===== config.mk =====
export PLATFORM = sky130hd
export DESIGN_NAME = dpll_backtrack_ctrl_flat
export DESIGN_NICKNAME = d
export VERILOG_FILES = /design/src/rtl/dpll_backtrack_ctrl_if.sv /design/src/rtl/dpll_backtrack_ctrl.sv /design/src/flat_wrapper.sv
export SDC_FILE = /design/constraint.sdc
export NUM_CORES = 1
export LEC_CHECK = 0
export ABC_CLOCK_PERIOD_IN_PS = 2900
export CAP_MARGIN = 30
export CORE_MARGIN = 8
export CORE_UTILIZATION = 49
export CTS_BUF_LIST = sky130_fd_sc_hd__clkbuf_4
export DETAILED_ROUTE_END_ITERATION = 16
export PLACE_DENSITY = 0.85
export SLEW_MARGIN = 20
export SYNTH_ARGS = -nofsm -noshare
export SYNTH_HDL_FRONTEND = slang
export SYNTH_SLANG_ARGS = --single-unit

===== constraint.sdc =====
create_clock -name clock -period 2.9 [get_ports clock]
set_input_delay 0.435 -clock clock [delete_from_list [all_inputs] [get_ports clock]]
set_output_delay 0.435 -clock clock [all_outputs]
set_load 0.03 [all_outputs]

===== src/rtl/dpll_backtrack_ctrl_if.sv =====
// Decision/backtrack request bus plus formula-stack controls for the DPLL sequencer.
interface dpll_backtrack_ctrl_if #(
    parameter int unsigned VAR_W  = 3,
    parameter int unsigned LVL_W  = 4,
    parameter int unsigned FORM_W = 16
);
    // requester side
    logic              dec_req;
    logic [VAR_W-1:0]  dec_var;
    logic              dec_pol;
    logic [FORM_W-1:0] cur_formula;
    logic              conf_req;
    logic              dec_ack;
    logic              bt_valid;
    logic [FORM_W-1:0] bt_formula;
    logic [VAR_W-1:0]  bt_var;
    logic              bt_pol;
    logic              unsat;
    logic              ovf;
    logic              err;
    logic              busy;
    logic [LVL_W-1:0]  level;
    // formula stack side
    logic              stk_push;
    logic              stk_pop;
    logic [FORM_W-1:0] stk_din;
    logic [FORM_W-1:0] stk_top;
    logic              stk_full;
    logic              stk_empty;

    // The sequencer serves requests and drives the stack controls.
    modport slave (
        input  dec_req, dec_var, dec_pol, cur_formula, conf_req,
        input  stk_top, stk_full, stk_empty,
        output dec_ack, bt_valid, bt_formula, bt_var, bt_pol, unsat, ovf, err, busy, level,
        output stk_push, stk_pop, stk_din
    );

    // Requester plus formula stack.
    modport master (
        output dec_req, dec_var, dec_pol, cur_formula, conf_req,
        output stk_top, stk_full, stk_empty,
        input  dec_ack, bt_valid, bt_formula, bt_var, bt_pol, unsat, ovf, err, busy, level,
        input  stk_push, stk_pop, stk_din
    );
endinterface


===== src/rtl/dpll_backtrack_ctrl.sv =====
// DPLL decision/backtrack sequencer: records per-level decisions, pushes the pre-decision
// formula, and on conflict unwinds flipped levels to retry the deepest unflipped one.
module dpll_backtrack_ctrl #(
    parameter int unsigned DEPTH  = 10,
    parameter int unsigned VAR_W  = 3,
    parameter int unsigned LVL_W  = 4,
    parameter int unsigned FORM_W = 16
) (
    input logic                  clock,
    input logic                  reset,
    dpll_backtrack_ctrl_if.slave bus
);
    localparam logic [LVL_W-1:0] MAX_LVL = LVL_W'(DEPTH);

    typedef enum logic [2:0] {
        st_idle,
        st_push,
        st_bt_check,
        st_bt_done,
        st_unsat
    } state_t;

    state_t            state_q;
    logic [LVL_W-1:0]  level_q;
    logic [DEPTH-1:0]  flipped_q;
    logic [DEPTH-1:0]  pol_mem_q;
    logic [VAR_W-1:0]  var_mem_q [DEPTH];
    logic [VAR_W-1:0]  lat_var_q;
    logic              lat_pol_q;
    logic [FORM_W-1:0] stk_din_q;
    logic [FORM_W-1:0] bt_formula_q;
    logic [VAR_W-1:0]  bt_var_q;
    logic              bt_pol_q;
    logic              dec_ack_q;
    logic              bt_valid_q;
    logic              ovf_q;
    logic              stk_push_q;
    logic              unsat_q;
    logic              err_q;
    logic [LVL_W-1:0]  top_idx;
    logic              pop_now;

    assign top_idx = level_q - LVL_W'(1);

    // Pop is combinational so the stack's new top is visible the cycle after the pop,
    // in time for the next BT_CHECK evaluation.
    always_comb begin
        pop_now = 1'b0;
        if (state_q == st_bt_check && level_q != '0 && !bus.stk_empty) begin
            pop_now = flipped_q[top_idx];
        end
    end

    // Sequencer FSM with registered handshake outputs and decision record.
    always_ff @(posedge clock) begin
        if (reset) begin
            state_q      <= st_idle;
            level_q      <= '0;
            flipped_q    <= '0;
            pol_mem_q    <= '0;
            lat_var_q    <= '0;
            lat_pol_q    <= 1'b0;
            stk_din_q    <= '0;
            bt_formula_q <= '0;
            bt_var_q     <= '0;
            bt_pol_q     <= 1'b0;
            dec_ack_q    <= 1'b0;
            bt_valid_q   <= 1'b0;
            ovf_q        <= 1'b0;
            stk_push_q   <= 1'b0;
            unsat_q      <= 1'b0;
            err_q        <= 1'b0;
        end else begin
            dec_ack_q  <= 1'b0;
            bt_valid_q <= 1'b0;
            ovf_q      <= 1'b0;
            stk_push_q <= 1'b0;
            unique case (state_q)
                st_idle: begin
                    // Conflict wins; a simultaneous decision is dropped silently.
                    if (bus.conf_req) begin
                        state_q <= st_bt_check;
                    end else if (bus.dec_req) begin
                        if (bus.stk_full || level_q == MAX_LVL) begin
                            ovf_q <= 1'b1;
                        end else begin
                            lat_var_q  <= bus.dec_var;
                            lat_pol_q  <= bus.dec_pol;
                            stk_din_q  <= bus.cur_formula;
                            stk_push_q <= 1'b1;
                            dec_ack_q  <= 1'b1;
                            state_q    <= st_push;
                        end
                    end
                end
                st_push: begin
                    var_mem_q[level_q] <= lat_var_q;
                    pol_mem_q[level_q] <= lat_pol_q;
                    flipped_q[level_q] <= 1'b0;
                    level_q            <= level_q + LVL_W'(1);
                    state_q            <= st_idle;
                end
                st_bt_check: begin
                    if (level_q == '0) begin
                        unsat_q <= 1'b1;
                        state_q <= st_unsat;
                    end else if (bus.stk_empty) begin
                        err_q   <= 1'b1;
                        unsat_q <= 1'b1;
                        state_q <= st_unsat;
                    end else if (pop_now) begin
                        flipped_q[top_idx] <= 1'b0;
                        level_q            <= top_idx;
                    end else begin
                        // Retry this level with the opposite polarity; its stack entry stays.
                        bt_formula_q       <= bus.stk_top;
                        bt_var_q           <= var_mem_q[top_idx];
                        bt_pol_q           <= ~pol_mem_q[top_idx];
                        pol_mem_q[top_idx] <= ~pol_mem_q[top_idx];
                        flipped_q[top_idx] <= 1'b1;
                        bt_valid_q         <= 1'b1;
                        state_q            <= st_bt_done;
                    end
                end
                st_bt_done: state_q <= st_idle;
                st_unsat:   state_q <= st_unsat;
                default:    state_q <= st_idle;
            endcase
        end
    end

    assign bus.dec_ack    = dec_ack_q;
    assign bus.bt_valid   = bt_valid_q;
    assign bus.bt_formula = bt_formula_q;
    assign bus.bt_var     = bt_var_q;
    assign bus.bt_pol     = bt_pol_q;
    assign bus.unsat      = unsat_q;
    assign bus.ovf        = ovf_q;
    assign bus.err        = err_q;
    assign bus.busy       = (state_q != st_idle);
    assign bus.level      = level_q;
    assign bus.stk_push   = stk_push_q;
    assign bus.stk_pop    = pop_now;
    assign bus.stk_din    = stk_din_q;
endmodule


===== src/flat_wrapper.sv =====
// flat-port wrapper written by rule: the top's interface ports become plain ports
module dpll_backtrack_ctrl_flat 
#(
    parameter int unsigned DEPTH  = 10,
    parameter int unsigned VAR_W  = 3,
    parameter int unsigned LVL_W  = 4,
    parameter int unsigned FORM_W = 16
)
  (clock, reset, bus_dec_req, bus_dec_var, bus_dec_pol, bus_cur_formula, bus_conf_req, bus_stk_top, bus_stk_full, bus_stk_empty, bus_dec_ack, bus_bt_valid, bus_bt_formula, bus_bt_var, bus_bt_pol, bus_unsat, bus_ovf, bus_err, bus_busy, bus_level, bus_stk_push, bus_stk_pop, bus_stk_din);
  dpll_backtrack_ctrl_if #(.VAR_W(VAR_W), .LVL_W(LVL_W), .FORM_W(FORM_W)) bus_i ();
  input logic clock;
  input logic reset;
  input wire logic [$bits(bus_i.dec_req)-1:0] bus_dec_req;
  input wire logic [$bits(bus_i.dec_var)-1:0] bus_dec_var;
  input wire logic [$bits(bus_i.dec_pol)-1:0] bus_dec_pol;
  input wire logic [$bits(bus_i.cur_formula)-1:0] bus_cur_formula;
  input wire logic [$bits(bus_i.conf_req)-1:0] bus_conf_req;
  input wire logic [$bits(bus_i.stk_top)-1:0] bus_stk_top;
  input wire logic [$bits(bus_i.stk_full)-1:0] bus_stk_full;
  input wire logic [$bits(bus_i.stk_empty)-1:0] bus_stk_empty;
  output wire logic [$bits(bus_i.dec_ack)-1:0] bus_dec_ack;
  output wire logic [$bits(bus_i.bt_valid)-1:0] bus_bt_valid;
  output wire logic [$bits(bus_i.bt_formula)-1:0] bus_bt_formula;
  output wire logic [$bits(bus_i.bt_var)-1:0] bus_bt_var;
  output wire logic [$bits(bus_i.bt_pol)-1:0] bus_bt_pol;
  output wire logic [$bits(bus_i.unsat)-1:0] bus_unsat;
  output wire logic [$bits(bus_i.ovf)-1:0] bus_ovf;
  output wire logic [$bits(bus_i.err)-1:0] bus_err;
  output wire logic [$bits(bus_i.busy)-1:0] bus_busy;
  output wire logic [$bits(bus_i.level)-1:0] bus_level;
  output wire logic [$bits(bus_i.stk_push)-1:0] bus_stk_push;
  output wire logic [$bits(bus_i.stk_pop)-1:0] bus_stk_pop;
  output wire logic [$bits(bus_i.stk_din)-1:0] bus_stk_din;
  assign bus_i.dec_req = bus_dec_req;
  assign bus_i.dec_var = bus_dec_var;
  assign bus_i.dec_pol = bus_dec_pol;
  assign bus_i.cur_formula = bus_cur_formula;
  assign bus_i.conf_req = bus_conf_req;
  assign bus_i.stk_top = bus_stk_top;
  assign bus_i.stk_full = bus_stk_full;
  assign bus_i.stk_empty = bus_stk_empty;
  assign bus_dec_ack = bus_i.dec_ack;
  assign bus_bt_valid = bus_i.bt_valid;
  assign bus_bt_formula = bus_i.bt_formula;
  assign bus_bt_var = bus_i.bt_var;
  assign bus_bt_pol = bus_i.bt_pol;
  assign bus_unsat = bus_i.unsat;
  assign bus_ovf = bus_i.ovf;
  assign bus_err = bus_i.err;
  assign bus_busy = bus_i.busy;
  assign bus_level = bus_i.level;
  assign bus_stk_push = bus_i.stk_push;
  assign bus_stk_pop = bus_i.stk_pop;
  assign bus_stk_din = bus_i.stk_din;
  dpll_backtrack_ctrl #(.DEPTH(DEPTH), .VAR_W(VAR_W), .LVL_W(LVL_W), .FORM_W(FORM_W)) u_core (.clock(clock), .reset(reset), .bus(bus_i));
endmodule

==> results.py <==
metrics = {
    "status": {
        "status": "completed",
    },
    "cts": {
        "cts_root_buf": "clkbuf_4",
        "cts_tree": "built",
        "path_clk_slew_ps": 150,
        "cts_max_level": 3,
        "cts_buffers": 9,
        "cts_max_path_buffers": 2,
        "holdBufCountCts": 0,
        "cts_sinks": 102,
        "clock_latency_ps": 460,
    },
    "global_routing": {
        "grt_pass1_wl_mm": 21.65,
        "grt_max_degree": 70,
        "grt_pass1_vias": 4054,
        "grt_use_total": 0.2118,
        "antenna_found_initial": 1,
        "grt-ovfl-total": 0,
    },
    "worst_setup_path": {
        "path_max_fanout": 15,
        "ff2ff_path_depth": 8,
        "max_stage_delay_ps": 430,
        "start_kind": "flip-flop",
        "endpoint_kind": "output pin",
        "worstSetupPathType": "reg -> out",
        "cp.arrival_ps": 2380,
        "cp_cell_sequence": "buf_4, o21a_4, o32a_4, o32ai_4, nor2_4, clkinv_4, buf_4",
        "r2r_end": "u_core.pol_mem_q[1]",
        "cp_common_cell": "buf_4",
        "critical-path-slowest-cell": "o32a_4",
        "worstPathRequired_ps": 2470,
        "rrSetupSlack_ps": 350,
        "r2r_start": "u_core.bus.level[0]",
    },
    "layout": {
        "drive_gt1_frac": 0.1333,
        "fin_nets": 615,
        "multi_input_area_um2": 2218,
        "seq_area_um2": 2349,
        "synthToLayoutAreaGrowth_pct": 28.88,
        "fin_util": 0.6515,
        "fillers": 758,
        "design_area_um2": 6020,
    },
    "synth": {
        "synth_ff_type": "dfxtp_1",
        "yosys.area.top_type_share": 0.3086,
        "seq_area_frac_synth": 0.5015,
        "yosysWarnings": 0,
        "syn_avg_cell_area_um2": 9.938,
        "synth.mux.area_fraction": 0.09778,
        "ys_types": 59,
        "yosys.area_share.xor_xnor": 0.003750,
        "synth_area_um2": 4671,
        "synthTopCellsByArea": "dfxtp_1, edfxtp_1, nor2_1",
        "synthAdderAreaFrac": 0.02143,
        "yosys.area_share.simple": 0.1905,
        "syn_inst": 470,
        "ys_async_sr_fraction": 0,
        "synth_top_family_by_area": "simple AND/OR/NAND/NOR gates",
        "syn_nets": 520,
        "synth_edf_count": 30,
        "synth_compound_area_frac": 0.1489,
        "synth-seq-cells": 102,
        "synth.largest_area_cell": "dfxtp_1",
        "synth_most_common_cell": "dfxtp_1",
        "synth_common_cells": "dfxtp_1, nor2_1, nand2_1",
    },
    "power_and_ir_drop": {
        "p_sw_uw": 625.7,
        "ir_drop_mv": 0.2359,
        "power_density_nw_per_um2": 431.4,
        "power_frac_comb": 0.097,
        "leakage_nw": 1.947,
        "sw_frac_of_total": 0.2409,
        "pwr-share-seq": 0.575,
        "clkPwrFrac": 0.328,
        "internal-power_mw": 1.971,
    },
    "floorplanning": {
        "fp.dieW_um": 113.6,
        "initial_core_util": 0.5055,
        "core_um2": 9240,
        "dieArea_um2": 12910,
        "rows": 35,
        "die_h_um": 113.6,
        "pin_count": 90,
    },
    "hold_path": {
        "worstHoldPathCells": 3,
        "min_path_type": "in -> reg",
        "hold_path.startpoint": "reset",
        "worstHoldEndpoint": "u_core.pol_mem_q[2]",
    },
    "sta": {
        "slew_viol_final": 0,
        "finalCritPeriodShare": 0.9698,
        "fin_crit_ps": 2812,
        "setup_tns_ps": 0,
        "fmax_mhz": 355.6,
        "slew_headroom": 0.5246,
        "clock_skew_ps": 28.02,
        "tightest_slew_ps": 713.1,
        "hold_viol": 0,
        "setup_viol": 0,
    },
    "detailed_routing": {
        "drc": 0,
        "routedWlPerCell_um": 19.61,
        "dr.pass1.iters": 5,
        "via_count": 4026,
        "viasPerCell": 5.751,
        "drt_iter0_drc": 355,
        "wl_mm": 13.72,
        "detail-route-antenna-nets": 0,
    },
    "job": {
        "drv_cap": 0,
    },
    "place": {
        "numPortBuffers": 89,
        "dpl-instance-area_um2": 5777,
        "hpwl_mm": 10.11,
        "place_congestion": 0.9490,
    },
}
## metal layers
| layer | GRT usage | share of wire | wire length (µm) |
|---|---|---|---|
| met4 | 0.08171 | 0.021 | 288 |
| met1 | 0.2657 | 0.41 | 5657 |
| met3 | 0.04860 | 0.078 | 1076 |
| met2 | 0.3460 | 0.49 | 6702 |
| met5 | 0 | 0 | 0 |
## through the flow
step,hold slack (ps),power [mW],std cells,worst slack [ps]
global route,313.9,2.679,700,-4.696
finish,316.1,2.597,700,87.58
detailed placement,445.7,1.769,682,299.5
floorplan,428.8,1.645,470,21.58
global placement,441.0,1.765,682,322.2
CTS,306.0,2.605,699,17.38
## what timing repair did
action	CTS	global route
pin swaps	1	1
setup buffers	1	0
gates resized for setup	10	8
gates cloned	0	0
endpoints found under the setup margin	1	1
## final cells by class
type,count,area share
flip-flops and latches,102,0.3901
diodes,1,0.0004157
clock inverters,5,0.01413
inverters,9,0.006859
clock buffers,11,0.01372
well taps,129,0.02681
multi-input cells,330,0.3685
repair buffers,113,0.1794
## state kept, by name, indices dropped and copies added, names as in the netlist, named ones only
signal and flops:
u_core.bus.ovf 1, u_core.lat_var_q 3, u_core.bus.level 4, u_core.pol_mem_q 10
u_core.bus.unsat 1, u_core.bus.dec_ack 1, u_core.bus.err 1, u_core.lat_pol_q 1
u_core.bus.bt_formula 16, u_core.bus.bt_valid 1, u_core.bus.bt_pol 1, u_core.bus.bt_var 3
u_core.state_q 3, u_core.var_mem_q 30, u_core.bus.stk_din 16
## logic make-up (layout without fill, tap and decap cells)
family,count (synthesis),count (layout)
buffers and inverters,38,138
and+or+nand+nor,188,188
other,0,1
DFF,102,102
muxes,34,34
xor gates and xnor gates,2,2
AOI/OAI and AO/OA,98,98
adders and majority gates,8,8
## cell usage in the layout (no fill, tap or decap), types with 3 or more instances in the layout
cell,n
clkdlybuf4s50_1,87
dfxtp_1,69
nor2_1,64
nand2_1,58
a21oi_1,36
edfxtp_1,30
buf_4,23
mux2i_1,22
nor3_1,14
clkbuf_4,11
mux4_2,9
o21ai_0,9
a32oi_1,8
nand2b_1,7
a22oi_1,7
nand3_1,6
inv_1,6
and2_1,6
ha_1,6
or3_1,5
o22ai_1,5
and3_1,4
nand4_1,3
nand3b_1,3
clkinv_4,3
nor2b_1,3
or3b_2,3
a311oi_1,3
a211oi_1,3
a31oi_1,3
o32a_1,3
## power groups by stage
stage | Sequential (mW) | Clock [mW] | Combinational (mW)
final | 1.49 | 0.852 | 0.251
after global routing | 1.50 | 0.913 | 0.268
after CTS | 1.49 | 0.862 | 0.249
after detailed placement | 1.52 | 0 | 0.244
after global placement | 1.52 | 0 | 0.242
after floorplan | 1.54 | 0 | 0.101
## worst max-delay path, delay by kind of cell, from the launching register on
family / cells / cell delay [ps]
AND/OR/NAND/NOR: 1 / 80
AO/OA/AOI/OAI: 3 / 960
buffers and inverters: 3 / 480
flip-flops: 1 / 390
## how the worst max path moves through the flow
| stage | start | endpoint | slack [ps] | depth (start not counted) |
|---|---|---|---|---|
| 6_report | u_core.bus.level[0] | bus_stk_pop | 90 | 7 |
| 5_1_grt | u_core.bus.level[0] | bus_stk_pop | -5 | 7 |
| 4_1_cts | u_core.bus.level[1] | bus_stk_pop | 20 | 8 |
| 3_5_place_dp | u_core.bus.level[0] | bus_stk_pop | 300 | 8 |
| 3_3_place_gp | u_core.bus.level[0] | bus_stk_pop | 320 | 8 |
| 2_1_floorplan | u_core.bus.level[0] | u_core.bus.level[1] | 20 | 11 |
(Power assumes the default switching activity.)
